$ cat src/rtl/wb_pkg.sv
// Shared definitions for the write-back sequencer: FSM encoding and channel-index width helper.
package wb_pkg;

  typedef enum logic [2:0] {
    S_IDLE,
    S_SCAN,
    S_RD,
    S_LAT,
    S_WR,
    S_DONE
  } state_e;

  // Width of a channel index; a single channel still gets one bit.
  function automatic int ch_w(input int n);
    return (n <= 1) ? 1 : $clog2(n);
  endfunction

endpackage

$ cat src/rtl/wb_next_channel.sv
// Combinational search for the next masked-in channel strictly above i_cur.
// When none is left in the current word it wraps to the lowest masked-in channel.
module wb_next_channel #(
  parameter int NUM_CH = 3,
  parameter int CH_W   = 2
) (
  input  logic [NUM_CH-1:0] i_mask,
  input  logic [CH_W-1:0]   i_cur,
  output logic [CH_W-1:0]   o_next,
  output logic              o_wrap,
  output logic              o_any
);

  logic found_above;
  logic found_low;
  logic [CH_W-1:0] next_above;
  logic [CH_W-1:0] next_low;

  // Lowest set bit above i_cur, and lowest set bit overall for the wrap case.
  always_comb begin
    found_above = 1'b0;
    found_low   = 1'b0;
    next_above  = '0;
    next_low    = '0;
    for (int unsigned j = 0; j < NUM_CH; j++) begin
      if (!found_above && i_mask[j] && (j > int'(i_cur))) begin
        found_above = 1'b1;
        next_above  = CH_W'(j);
      end
      if (!found_low && i_mask[j]) begin
        found_low = 1'b1;
        next_low  = CH_W'(j);
      end
    end
    o_any  = found_low;
    o_wrap = !found_above;
    o_next = found_above ? next_above : next_low;
  end

endmodule

$ cat src/rtl/write_back_sequencer.sv
// Write-back engine: drains NUM_CH result RAMs into SDRAM as one word-major,
// channel-interleaved stream. Masked-out channels leave no gaps in SDRAM.
module write_back_sequencer
  import wb_pkg::*;
#(
  parameter int NUM_CH  = 3,
  parameter int ADDR_W  = 19,
  parameter int LEN_W   = 12,
  parameter int RAM_LAT = 1
) (
  input  logic                       i_clk,
  input  logic                       i_reset,
  input  logic                       i_start,
  input  logic [NUM_CH*ADDR_W-1:0]   i_baseAddr,
  input  logic [ADDR_W-1:0]          i_sdramBase,
  input  logic [LEN_W-1:0]           i_length,
  input  logic [NUM_CH-1:0]          i_chMask,
  input  logic                       i_sdramReady,
  output logic [NUM_CH*ADDR_W-1:0]   o_addrToRam,
  output logic                       o_quickRam,
  output logic [ADDR_W-1:0]          o_addrToSdram,
  output logic                       o_wrSdram,
  output logic [ch_w(NUM_CH)-1:0]    o_selData,
  output logic                       o_busy,
  output logic                       o_finish
);

  localparam int CH_W  = ch_w(NUM_CH);
  localparam int LAT_W = ch_w(RAM_LAT);

  state_e                     state_q, state_d;
  logic [CH_W-1:0]            ch_q, ch_d;
  logic [LEN_W-1:0]           k_q, k_d;
  logic [ADDR_W-1:0]          wcnt_q, wcnt_d;
  logic [LAT_W-1:0]           lat_q, lat_d;
  logic                       first_q, first_d;
  logic [NUM_CH*ADDR_W-1:0]   base_q, base_d;
  logic [ADDR_W-1:0]          sdram_base_q, sdram_base_d;
  logic [LEN_W-1:0]           length_q, length_d;
  logic [NUM_CH-1:0]          mask_q, mask_d;
  logic [NUM_CH*ADDR_W-1:0]   addr_ram_q, addr_ram_d;
  logic                       quick_q, quick_d;
  logic [ADDR_W-1:0]          addr_sdram_q, addr_sdram_d;
  logic                       wr_q, wr_d;
  logic [CH_W-1:0]            sel_q, sel_d;
  logic                       busy_q, busy_d;
  logic                       finish_q, finish_d;

  logic [CH_W-1:0]            nc_next;
  logic                       nc_wrap;
  logic                       nc_any;
  logic [LEN_W-1:0]           k_step;

  wb_next_channel #(
    .NUM_CH (NUM_CH),
    .CH_W   (CH_W)
  ) u_next_channel (
    .i_mask (mask_q),
    .i_cur  (ch_q),
    .o_next (nc_next),
    .o_wrap (nc_wrap),
    .o_any  (nc_any)
  );

  // Next-state, counters, and next values of the registered outputs.
  always_comb begin
    state_d      = state_q;
    ch_d         = ch_q;
    k_d          = k_q;
    wcnt_d       = wcnt_q;
    lat_d        = lat_q;
    first_d      = first_q;
    base_d       = base_q;
    sdram_base_d = sdram_base_q;
    length_d     = length_q;
    mask_d       = mask_q;
    addr_ram_d   = addr_ram_q;
    addr_sdram_d = addr_sdram_q;
    sel_d        = sel_q;
    // A wrap advances the word, except on the very first scan where ch starts
    // parked at the top channel so that the search lands on the lowest one.
    k_step       = (nc_wrap && !first_q) ? k_q + LEN_W'(1) : k_q;

    case (state_q)
      S_IDLE: begin
        if (i_start) begin
          base_d       = i_baseAddr;
          sdram_base_d = i_sdramBase;
          length_d     = i_length;
          mask_d       = i_chMask;
          ch_d         = CH_W'(NUM_CH - 1);
          k_d          = '0;
          wcnt_d       = '0;
          first_d      = 1'b1;
          state_d      = S_SCAN;
        end
      end
      S_SCAN: begin
        if (!nc_any || (length_q == '0) || (k_step == length_q)) begin
          state_d = S_DONE;
        end else begin
          ch_d    = nc_next;
          k_d     = k_step;
          first_d = 1'b0;
          addr_ram_d[nc_next*ADDR_W +: ADDR_W] =
            base_q[nc_next*ADDR_W +: ADDR_W] + ADDR_W'(k_step);
          state_d = S_RD;
        end
      end
      S_RD: begin
        if (RAM_LAT > 1) begin
          lat_d   = LAT_W'(RAM_LAT - 2);
          state_d = S_LAT;
        end else begin
          state_d = S_WR;
        end
      end
      S_LAT: begin
        if (lat_q == '0) begin
          state_d = S_WR;
        end else begin
          lat_d = lat_q - LAT_W'(1);
        end
      end
      S_WR: begin
        if (i_sdramReady) begin
          wcnt_d  = wcnt_q + ADDR_W'(1);
          state_d = S_SCAN;
        end
      end
      S_DONE: begin
        state_d = S_IDLE;
      end
      default: begin
        state_d = S_IDLE;
      end
    endcase

    quick_d  = (state_d == S_RD);
    wr_d     = (state_d == S_WR);
    finish_d = (state_d == S_DONE);
    busy_d   = (state_d != S_IDLE);
    if ((state_d == S_WR) && (state_q != S_WR)) begin
      sel_d        = ch_q;
      addr_sdram_d = sdram_base_q + wcnt_q;
    end
  end

  // State, job and output registers; reset aborts any job silently.
  always_ff @(posedge i_clk or negedge i_reset) begin
    if (!i_reset) begin
      state_q      <= S_IDLE;
      ch_q         <= '0;
      k_q          <= '0;
      wcnt_q       <= '0;
      lat_q        <= '0;
      first_q      <= 1'b0;
      base_q       <= '0;
      sdram_base_q <= '0;
      length_q     <= '0;
      mask_q       <= '0;
      addr_ram_q   <= '0;
      quick_q      <= 1'b0;
      addr_sdram_q <= '0;
      wr_q         <= 1'b0;
      sel_q        <= '0;
      busy_q       <= 1'b0;
      finish_q     <= 1'b0;
    end else begin
      state_q      <= state_d;
      ch_q         <= ch_d;
      k_q          <= k_d;
      wcnt_q       <= wcnt_d;
      lat_q        <= lat_d;
      first_q      <= first_d;
      base_q       <= base_d;
      sdram_base_q <= sdram_base_d;
      length_q     <= length_d;
      mask_q       <= mask_d;
      addr_ram_q   <= addr_ram_d;
      quick_q      <= quick_d;
      addr_sdram_q <= addr_sdram_d;
      wr_q         <= wr_d;
      sel_q        <= sel_d;
      busy_q       <= busy_d;
      finish_q     <= finish_d;
    end
  end

  assign o_addrToRam   = addr_ram_q;
  assign o_quickRam    = quick_q;
  assign o_addrToSdram = addr_sdram_q;
  assign o_wrSdram     = wr_q;
  assign o_selData     = sel_q;
  assign o_busy        = busy_q;
  assign o_finish      = finish_q;

endmodule
$ cat config.mk
export PLATFORM = sky130hd
export DESIGN_NAME = write_back_sequencer
export DESIGN_NICKNAME = d
export VERILOG_FILES = /design/src/rtl/wb_pkg.sv /design/src/rtl/wb_next_channel.sv /design/src/rtl/write_back_sequencer.sv
export SDC_FILE = /design/constraint.sdc
export NUM_CORES = 1
export LEC_CHECK = 0
export CAP_MARGIN = 20
export CELL_PAD_IN_SITES_DETAIL_PLACEMENT = 1
export CELL_PAD_IN_SITES_GLOBAL_PLACEMENT = 1
export CORE_MARGIN = 3
export CORE_UTILIZATION = 42
export DETAILED_ROUTE_END_ITERATION = 8
export PLACE_DENSITY = 0.84
export SETUP_SLACK_MARGIN = 0.05
export SLEW_MARGIN = 20
export SYNTH_ARGS = -nofsm -noshare
export SYNTH_HDL_FRONTEND = slang
export SYNTH_SLANG_ARGS = --single-unit
$ cat constraint.sdc
create_clock -name i_clk -period 8.1 [get_ports i_clk]
set_clock_uncertainty 0.2 [all_clocks]
set_input_delay 2.43 -clock i_clk [delete_from_list [all_inputs] [get_ports i_clk]]
set_output_delay 2.43 -clock i_clk [all_outputs]
set_load 0.03 [all_outputs]
==> results of run 1 <==
layout make-up:
class                           instances  share of cell area (%)
Clock inverter                         12                    1.34
Tap cell                              330                    2.95
Inverter                               30                   0.804
Antenna cell                            1                  0.0179
Clock buffer                           32                    4.87
Timing Repair Buffer                  186                    13.2
Sequential cell                       210                    37.5
Multi-Input combinational cell        910                    39.3
flip-flops by register name, summed over array words and instances (netlist names), 2 cells and up:
register,count
base_q,57
ch_q,2
k_q,12
length_q,12
mask_q,3
o_addrToRam,57
o_addrToSdram,19
o_selData,2
sdram_base_q,19
state_q,3
wcnt_q,19
cell families after synthesis:
kind of cell / Yosys count / synth area share, %
simple gates: 563 / 21.6
flops: 210 / 47.5
compound gates: 180 / 10.7
buf+inv: 84 / 3.15
mux: 69 / 7.49
xor+xnor: 60 / 5.13
fa+ha+maj: 38 / 4.43
synth_stat cells, types with 5 or more instances:
cell and n:
nand4_1 14, a21o_1 11, o31ai_1 25, nor2_1 97, nor3_1 17, nand3_1 37
o21bai_1 5, nand2_1 343, a21oi_1 29, or2_2 6, xnor2_1 24, dfrtp_1 210
xor2_1 33, o21ai_0 58, mux2_2 30, inv_1 29, buf_2 6, nor4_1 14
mux2i_1 19, or3_1 6, a22o_1 7, o21a_1 6, clkbuf_1 39, nand2b_1 8
nor2b_1 8, mux2_4 20, ha_1 36
worst min-delay path, stage by stage, from the launching register on:
cell,delay [ns]
dfrtp_1,0.34
nand2_1,0.05
nand2_1,0.05
layer usage:
| layer | share of wire, % | GRT usage, % | vias up | wire length [um] |
|---|---|---|---|---|
| met5 | 0 | 0 | - | 0 |
| met4 | 2.7 | 6.19 | 0 | 906 |
| met3 | 3.5 | 2.56 | 59 | 1160 |
| met2 | 50 | 40.4 | 224 | 16600 |
| met1 | 44 | 30.9 | 4757 | 14700 |
| li1 | - | - | 4415 | - |
per-stage QoR:
step	setup slack [ns]	power (mW)	cells	cell area, sq um
floorplan	3.89	3.49	1204	11100
global placement	3.23	4.37	1666	13100
detailed placement	3.10	4.49	1666	13100
CTS	3.50	5.72	1710	14000
global route	3.11	6.07	1711	14000
finish	3.40	5.70	1711	14000
power breakdown:
part	internal (mW)	switching [mW]
registers	1.43	0.286
clock network	0.749	0.441
logic	1.02	1.77
how the worst min path moves through the flow:
stage	start	endpoint	slack, ns
6_report	base_q[22]$_DFFE_PN0P_	base_q[22]$_DFFE_PN0P_	0.27
5_1_grt	base_q[20]$_DFFE_PN0P_	base_q[20]$_DFFE_PN0P_	0.30
4_1_cts	base_q[13]$_DFFE_PN0P_	base_q[13]$_DFFE_PN0P_	0.27
3_5_place_dp	base_q[13]$_DFFE_PN0P_	base_q[13]$_DFFE_PN0P_	0.26
3_3_place_gp	base_q[15]$_DFFE_PN0P_	base_q[15]$_DFFE_PN0P_	0.25
2_1_floorplan	base_q[13]$_DFFE_PN0P_	base_q[13]$_DFFE_PN0P_	0.24
==> key figures, run 1 <==
Outcome
  – Outcome: complete, no violations

CTS
  – Clock sink count: 210
  – Total CTS buffers: 24
  – Maximum root-to-sink buffer count: 3
  – Worst-path clk slew: 0.06 ns
  – Clock latency on the worst-skew pair: 0.51 ns
  – Root buffer cell: clkbuf_16
  – Post-CTS setup buffers: 0
  – Post-CTS resize count: 0
  – CTS tree: done
  – Hold Buf Count CTS: 0
  – CTS H-tree lvls: 1

Cells and area
  – Sequential cell area: 5260 sq um
  – Area occupied by multi-input gates: 5510 sq um
  – Commonest non-fill, non-tap cells in the layout: 342 x nand2_1, 210 x dfrtp_1, 175 x clkdlybuf4s50_1
  – Fill count: 2915
  – Most common cell after layout, fill and taps aside: nand2_1
  – Nets@finish: 1495
  – Layout area overhead: 26.6%
  – Layout cells sized above 1: 8.77%
  – Final Util: 54.8%

Worst setup path
  – RR Endpoint: o_addrToRam[13]$_DFFE_PN0P_
  – Cell at the slowest stage of the critical path: o31a_1
  – Critical path depth: 13
  – R2r setup slk: 3.40 ns
  – Worst flop-to-flop path startpoint: mask_q[1]$_DFFE_PN0P_
  – WP buf/inv: 1
  – Crit path max fanout: 22
  – Reg2reg path depth: 13
  – CP endpoint kind: flop
  – Biggest cell delay along the critical path: 0.75 ns
  – Worst Setup EP: o_addrToRam[13]$_DFFE_PN0P_
  – CP startpoint: mask_q[1]$_DFFE_PN0P_
  – Cell mode on critical path: o31a_1
  – WP data required: 8.29 ns
  – Critical path's top delay family: compound AO/OA/AOI/OAI gates
  – Setup Crit Path Kind: reg2reg
  – Crit-path cells: nor2b_1 > o31a_1 > mux2i_1 > inv_1 > ha_1 > a211oi_1 > o21a_1 > nor4_1 > o31a_1 > o21bai_1 > xor2_1 > nor2_1 > mux2_2
  – Crit path launch type: flop
  – Arrival time worst endpoint: 4.89 ns

Route
  – WL per Instance: 19.5 um
  – Post-Route WL: 33400 um
  – DRC Markers: 0
  – Post-detailed-route via-to-cell ratio: 5.53
  – Router iterations before antenna repair: 5
  – Antenna viol nets, final: 0
  – Vias: 9455
  – First DRT Iteration DRCs: 589

Synthesis
  – Sequential share of the synthesized area: 47.5%
  – Cells after Synth: 1204
  – Number of synthesized flops with an enable pin: 0
  – Yosys top cell area share: 47.5%
  – Post-synth top flop: dfrtp_1
  – Post-Syn Nets: 1337
  – Yosys cell types: 64
  – Mapped Area: 11100 sq um
  – FF+latch count, synth: 210
  – Largest cells by area after synthesis: dfrtp_1 47%, nand2_1 12%, ha_1 4.1%
  – Average size of a mapped cell: 9.19 sq um
  – Most area-hungry cell type in the Yosys netlist: dfrtp_1
  – FFs w/ async S/R, synth: 100%
  – Yosys Warn Count: 0

Global routing
  – Total track usage: 23.2%
  – Largest net degree at the start of global routing: 112
  – Vias in the first global route: 10100
  – Initial antenna violation count: 1
  – First-pass GRT wire length: 54000 um
  – Grt total ovfl: 0

Die
  – Area of the core: 25500 sq um
  – Initial Utilization: 43.3%
  – DIE HEIGHT: 168 um
  – I/O pin count: 177
  – Die area: 28300 sq um
  – Die Wd: 168 um
  – Site Rows: 58

Power
  – Pwr dens: 407 nW/um^2
  – VDD IR max: 0.220 mV
  – LEAKAGE: 6.60 nW

STA
  – Final hold violation count: 0
  – Fin crit period: 4.70 ns
  – Period utilization: 58.0%
  – Worst Max-Slew Pin Slew: 0.979 ns
  – Slew Viols, Final: 0
  – Hold slack: 0.269 ns
  – Final Setup Violations: 0
  – Unrepaired setup endpoints after global routing: false
  – Fmax: 213 MHz
  – TNS Setup: 0 ns
  – Slew headroom: 34.5%

Place
  – HPWL Detailed: 23500 um
  – GP Congestion: 0.925
  – # port buffers: 176

Hold path
  – Worst hold path class: reg2reg
  – Worst hold path depth: 2

Flow run
  – MaxCap Viol Count: 0
(Power assumes the default switching activity.)
==> run 2: changes to the inputs <==
CORE_UTILIZATION = 37   (was 42)
PLACE_DENSITY = 0.78   (was 0.84)
clock period = 4.2 ns   (was 8.1 ns; I/O delays follow)
==> run 2 against run 1 <==
  * Global-route usage fell by 1.9 points
  * Clock power grew 87%
  * Routed wire length grew 2.3%
  * Cell count increased by 4.4%
  * Critical path depth unchanged
  * Combinational power rose by 100%
  * Register-to-register slack worse by 3.2 ns
  * Sequential share of layout area shrank 0.71 points
  * Sequential power is 94% higher
  * Critical path type unchanged
  * First-iteration DRC count is 11% higher
  * Sequential cell count is the same
==> key figures, run 2 (synthesized netlist as in run 1, its figures left out) <==
Worst setup path
  – Crit-path cells: nor2b_2 > o31a_2 > or3_1 > nand2_1 > ha_1 > o21a_1 > o21ai_1 > nor4_2 > o31a_1 > o21bai_2 > xor2_1 > nor2_1 > mux2_2
  – Crit path max fanout: 16 (-27%)
  – Biggest cell delay along the critical path: 0.46 ns (-0.29 ns)
  – Reg2reg path depth: 13 (unchanged)
  – Crit path launch type: flop
  – WP buf/inv: 0 (-1)
  – Arrival time worst endpoint: 4.19 ns (-0.70 ns)
  – Cell at the slowest stage of the critical path: dfrtp_1
  – Critical path's top delay family: compound AO/OA/AOI/OAI gates
  – Setup Crit Path Kind: reg2reg
  – WP data required: 4.41 ns (-3.88 ns)
  – RR Endpoint: o_addrToRam[51]$_DFFE_PN0P_
  – Worst flop-to-flop path startpoint: mask_q[1]$_DFFE_PN0P_
  – CP endpoint kind: flop
  – R2r setup slk: 0.22 ns (-3.19 ns)

STA
  – Slew headroom: 33.4% (-1.1 points)
  – TNS Setup: 0 ns (unchanged)
  – Worst setup margin: 0.218 ns (-3.19 ns)
  – Fmax: 251 MHz (+18%)
  – Fin crit period: 3.98 ns (-0.714 ns)
  – Period utilization: 94.8% (+37 points)
  – Final Setup Violations: 0 (unchanged)
  – Worst Max-Slew Pin Slew: 0.996 ns (+0.0165 ns)
  – Slew Viols, Final: 0 (unchanged)
  – Unrepaired setup endpoints after global routing: true
  – Final hold violation count: 0 (unchanged)
  – Hold slack: 0.268 ns (-0.00145 ns)

Die
  – Die Wd: 179 um (+6.3%)
  – Site Rows: 62 (+6.9%)
  – Initial Utilization: 38.0% (-5.3 points)
  – DIE HEIGHT: 179 um (+6.3%)
  – Die area: 32000 sq um (+13%)
  – Area of the core: 29100 sq um (+14%)
  – I/O pin count: 177 (unchanged)

Hold path
  – Worst hold path depth: 2 (unchanged)
  – Min-Delay Startpoint: base_q[32]$_DFFE_PN0P_
  – Hold Path End: base_q[32]$_DFFE_PN0P_
  – Worst hold path class: reg2reg

Place
  – Placed Cells incl. Taps: 1740 (+4.4%)
  – HPWL Detailed: 25100 um (+6.8%)
  – Worst slack, placed: 0.113 ns (-2.99 ns)
  – # port buffers: 176 (unchanged)
  – GP Congestion: 0.898 (-2.9%)
  – Area after DPL: 13400 sq um (+1.9%)

Flow run
  – MaxCap Viol Count: 0 (unchanged)

Route
  – Vias: 9401 (-0.57%)
  – Post-detailed-route via-to-cell ratio: 5.26 (-4.7%)
  – Router iterations before antenna repair: 5 (unchanged)
  – Top Metal Used: met4
  – Post-Route WL: 34200 um (+2.3%)
  – Met3 routed WL: 1530 um (+32%)
  – First DRT Iteration DRCs: 651 (+11%)
  – Met2 wire len: 16700 um (+0.46%)
  – DRC Markers: 0 (unchanged)
  – M1 WL: 15000 um (+2.2%)
  – Antenna viol nets, final: 0 (unchanged)
  – WL per Instance: 19.1 um (-2.0%)

Global routing
  – Total track usage: 21.3% (-1.9 points)
  – First-pass GRT wire length: 54300 um (+0.63%)
  – Vias in the first global route: 9938 (-1.7%)
  – Largest net degree at the start of global routing: 93 (-17%)
  – Initial antenna violation count: 0 (-1)
  – Grt total ovfl: 0 (unchanged)

Cells and area
  – Layout cells sized above 1: 11.1% (+2.4 points)
  – Layout area overhead: 29.1%
  – Nets@finish: 1516 (+1.4%)
  – Post-route insts no fill: 1786 (+4.4%)
  – Final Util: 49.1% (-5.7 points)
  – Fill count: 3305 (+13%)
  – Antenna cells: 0 (-1)
  – Final instance area: 14300 sq um (+2.0%)
  – Commonest non-fill, non-tap cells in the layout: 342 x nand2_1, 209 x dfrtp_1, 175 x clkdlybuf4s50_1
  – Most common cell after layout, fill and taps aside: nand2_1

CTS
  – Clock sink count: 210 (unchanged)
  – Maximum root-to-sink buffer count: 3 (unchanged)
  – Worst-path clk slew: 0.06 ns (about the same)
  – Root buffer cell: clkbuf_16
  – CTS H-tree lvls: 1 (unchanged)
  – CTS tree: done
  – Total CTS buffers: 25 (+4.2%)
  – Clock latency on the worst-skew pair: 0.52 ns (about the same)

Outcome
  – Outcome: complete, no violations

Power
  – Total chip power: 11.2 mW (+96%)
  – VDD IR max: 0.299 mV (+36%)
  – LEAKAGE: 6.69 nW (+1.3%)
  – Pwr dens: 784 nW/um^2 (+93%)
[run 2: cell types whose count changed in the layout (fill, tap and decap cells not counted), moves of 2 or more]
cell,before,now
nor4_2,0,2
nor3_2,0,3
clkbuf_1,4,6
o31ai_2,0,2
nor3_1,17,15
buf_4,9,26
o21ai_1,0,5
bufinv_16,5,3
clkinvlp_4,1,3
buf_12,0,3
o31ai_1,25,23
o21ai_0,58,53
nor4_1,14,12
[run 2: worst max path at each step]
stage	from	endpoint	cells past startpoint
final	mask_q[1]$_DFFE_PN0P_	o_addrToRam[51]$_DFFE_PN0P_	13
after global routing	ch_q[1]$_DFFE_PN0P_	o_addrToRam[53]$_DFFE_PN0P_	15
after CTS	mask_q[1]$_DFFE_PN0P_	o_addrToRam[51]$_DFFE_PN0P_	13
after detailed placement	mask_q[1]$_DFFE_PN0P_	o_addrToRam[47]$_DFFE_PN0P_	13
after global placement	mask_q[1]$_DFFE_PN0P_	o_addrToRam[51]$_DFFE_PN0P_	13
after floorplan	ch_q[1]$_DFFE_PN0P_	o_addrToRam[29]$_DFFE_PN0P_	18
[run 2: what timing repair did]
| item | CTS | global route |
|---|---|---|
| setup buffers | 0 | 0 |
| resized for setup | 0 | 21 |
| hold buffers | 0 | 0 |
| endpoints found under the setup margin | 0 | 36 |
[run 2: area by class of cell]
cell class / count / area [sq um] / share of cell area (%)
Multi-Input combinational cell: 910 / 5570 / 39.0
Sequential cell: 210 / 5260 / 36.8
Timing Repair Buffer: 206 / 2030 / 14.2
Clock buffer: 34 / 689 / 4.83
Tap cell: 384 / 480 / 3.36
Clock inverter: 12 / 146 / 1.02
Inverter: 30 / 113 / 0.788
[run 2: layer usage]
| metal | GRT usage (%) | vias to the layer above |
|---|---|---|
| li1 | - | 4446 |
| met5 | 0 | - |
| met2 | 36.2 | 230 |
| met4 | 5.75 | 0 |
| met3 | 2.96 | 59 |
| met1 | 28.6 | 4666 |
[run 2: worst min-delay path, stage by stage (launching register included)]
cell,delay (ns)
dfrtp_1,0.34
nand2_1,0.05
nand2_1,0.05
[run 2: power breakdown]
part	total [mW]	internal, mW	switching [mW]
clock	2.23	1.34	0.889
sequential	3.34	2.76	0.578
combinational	5.63	2.12	3.51
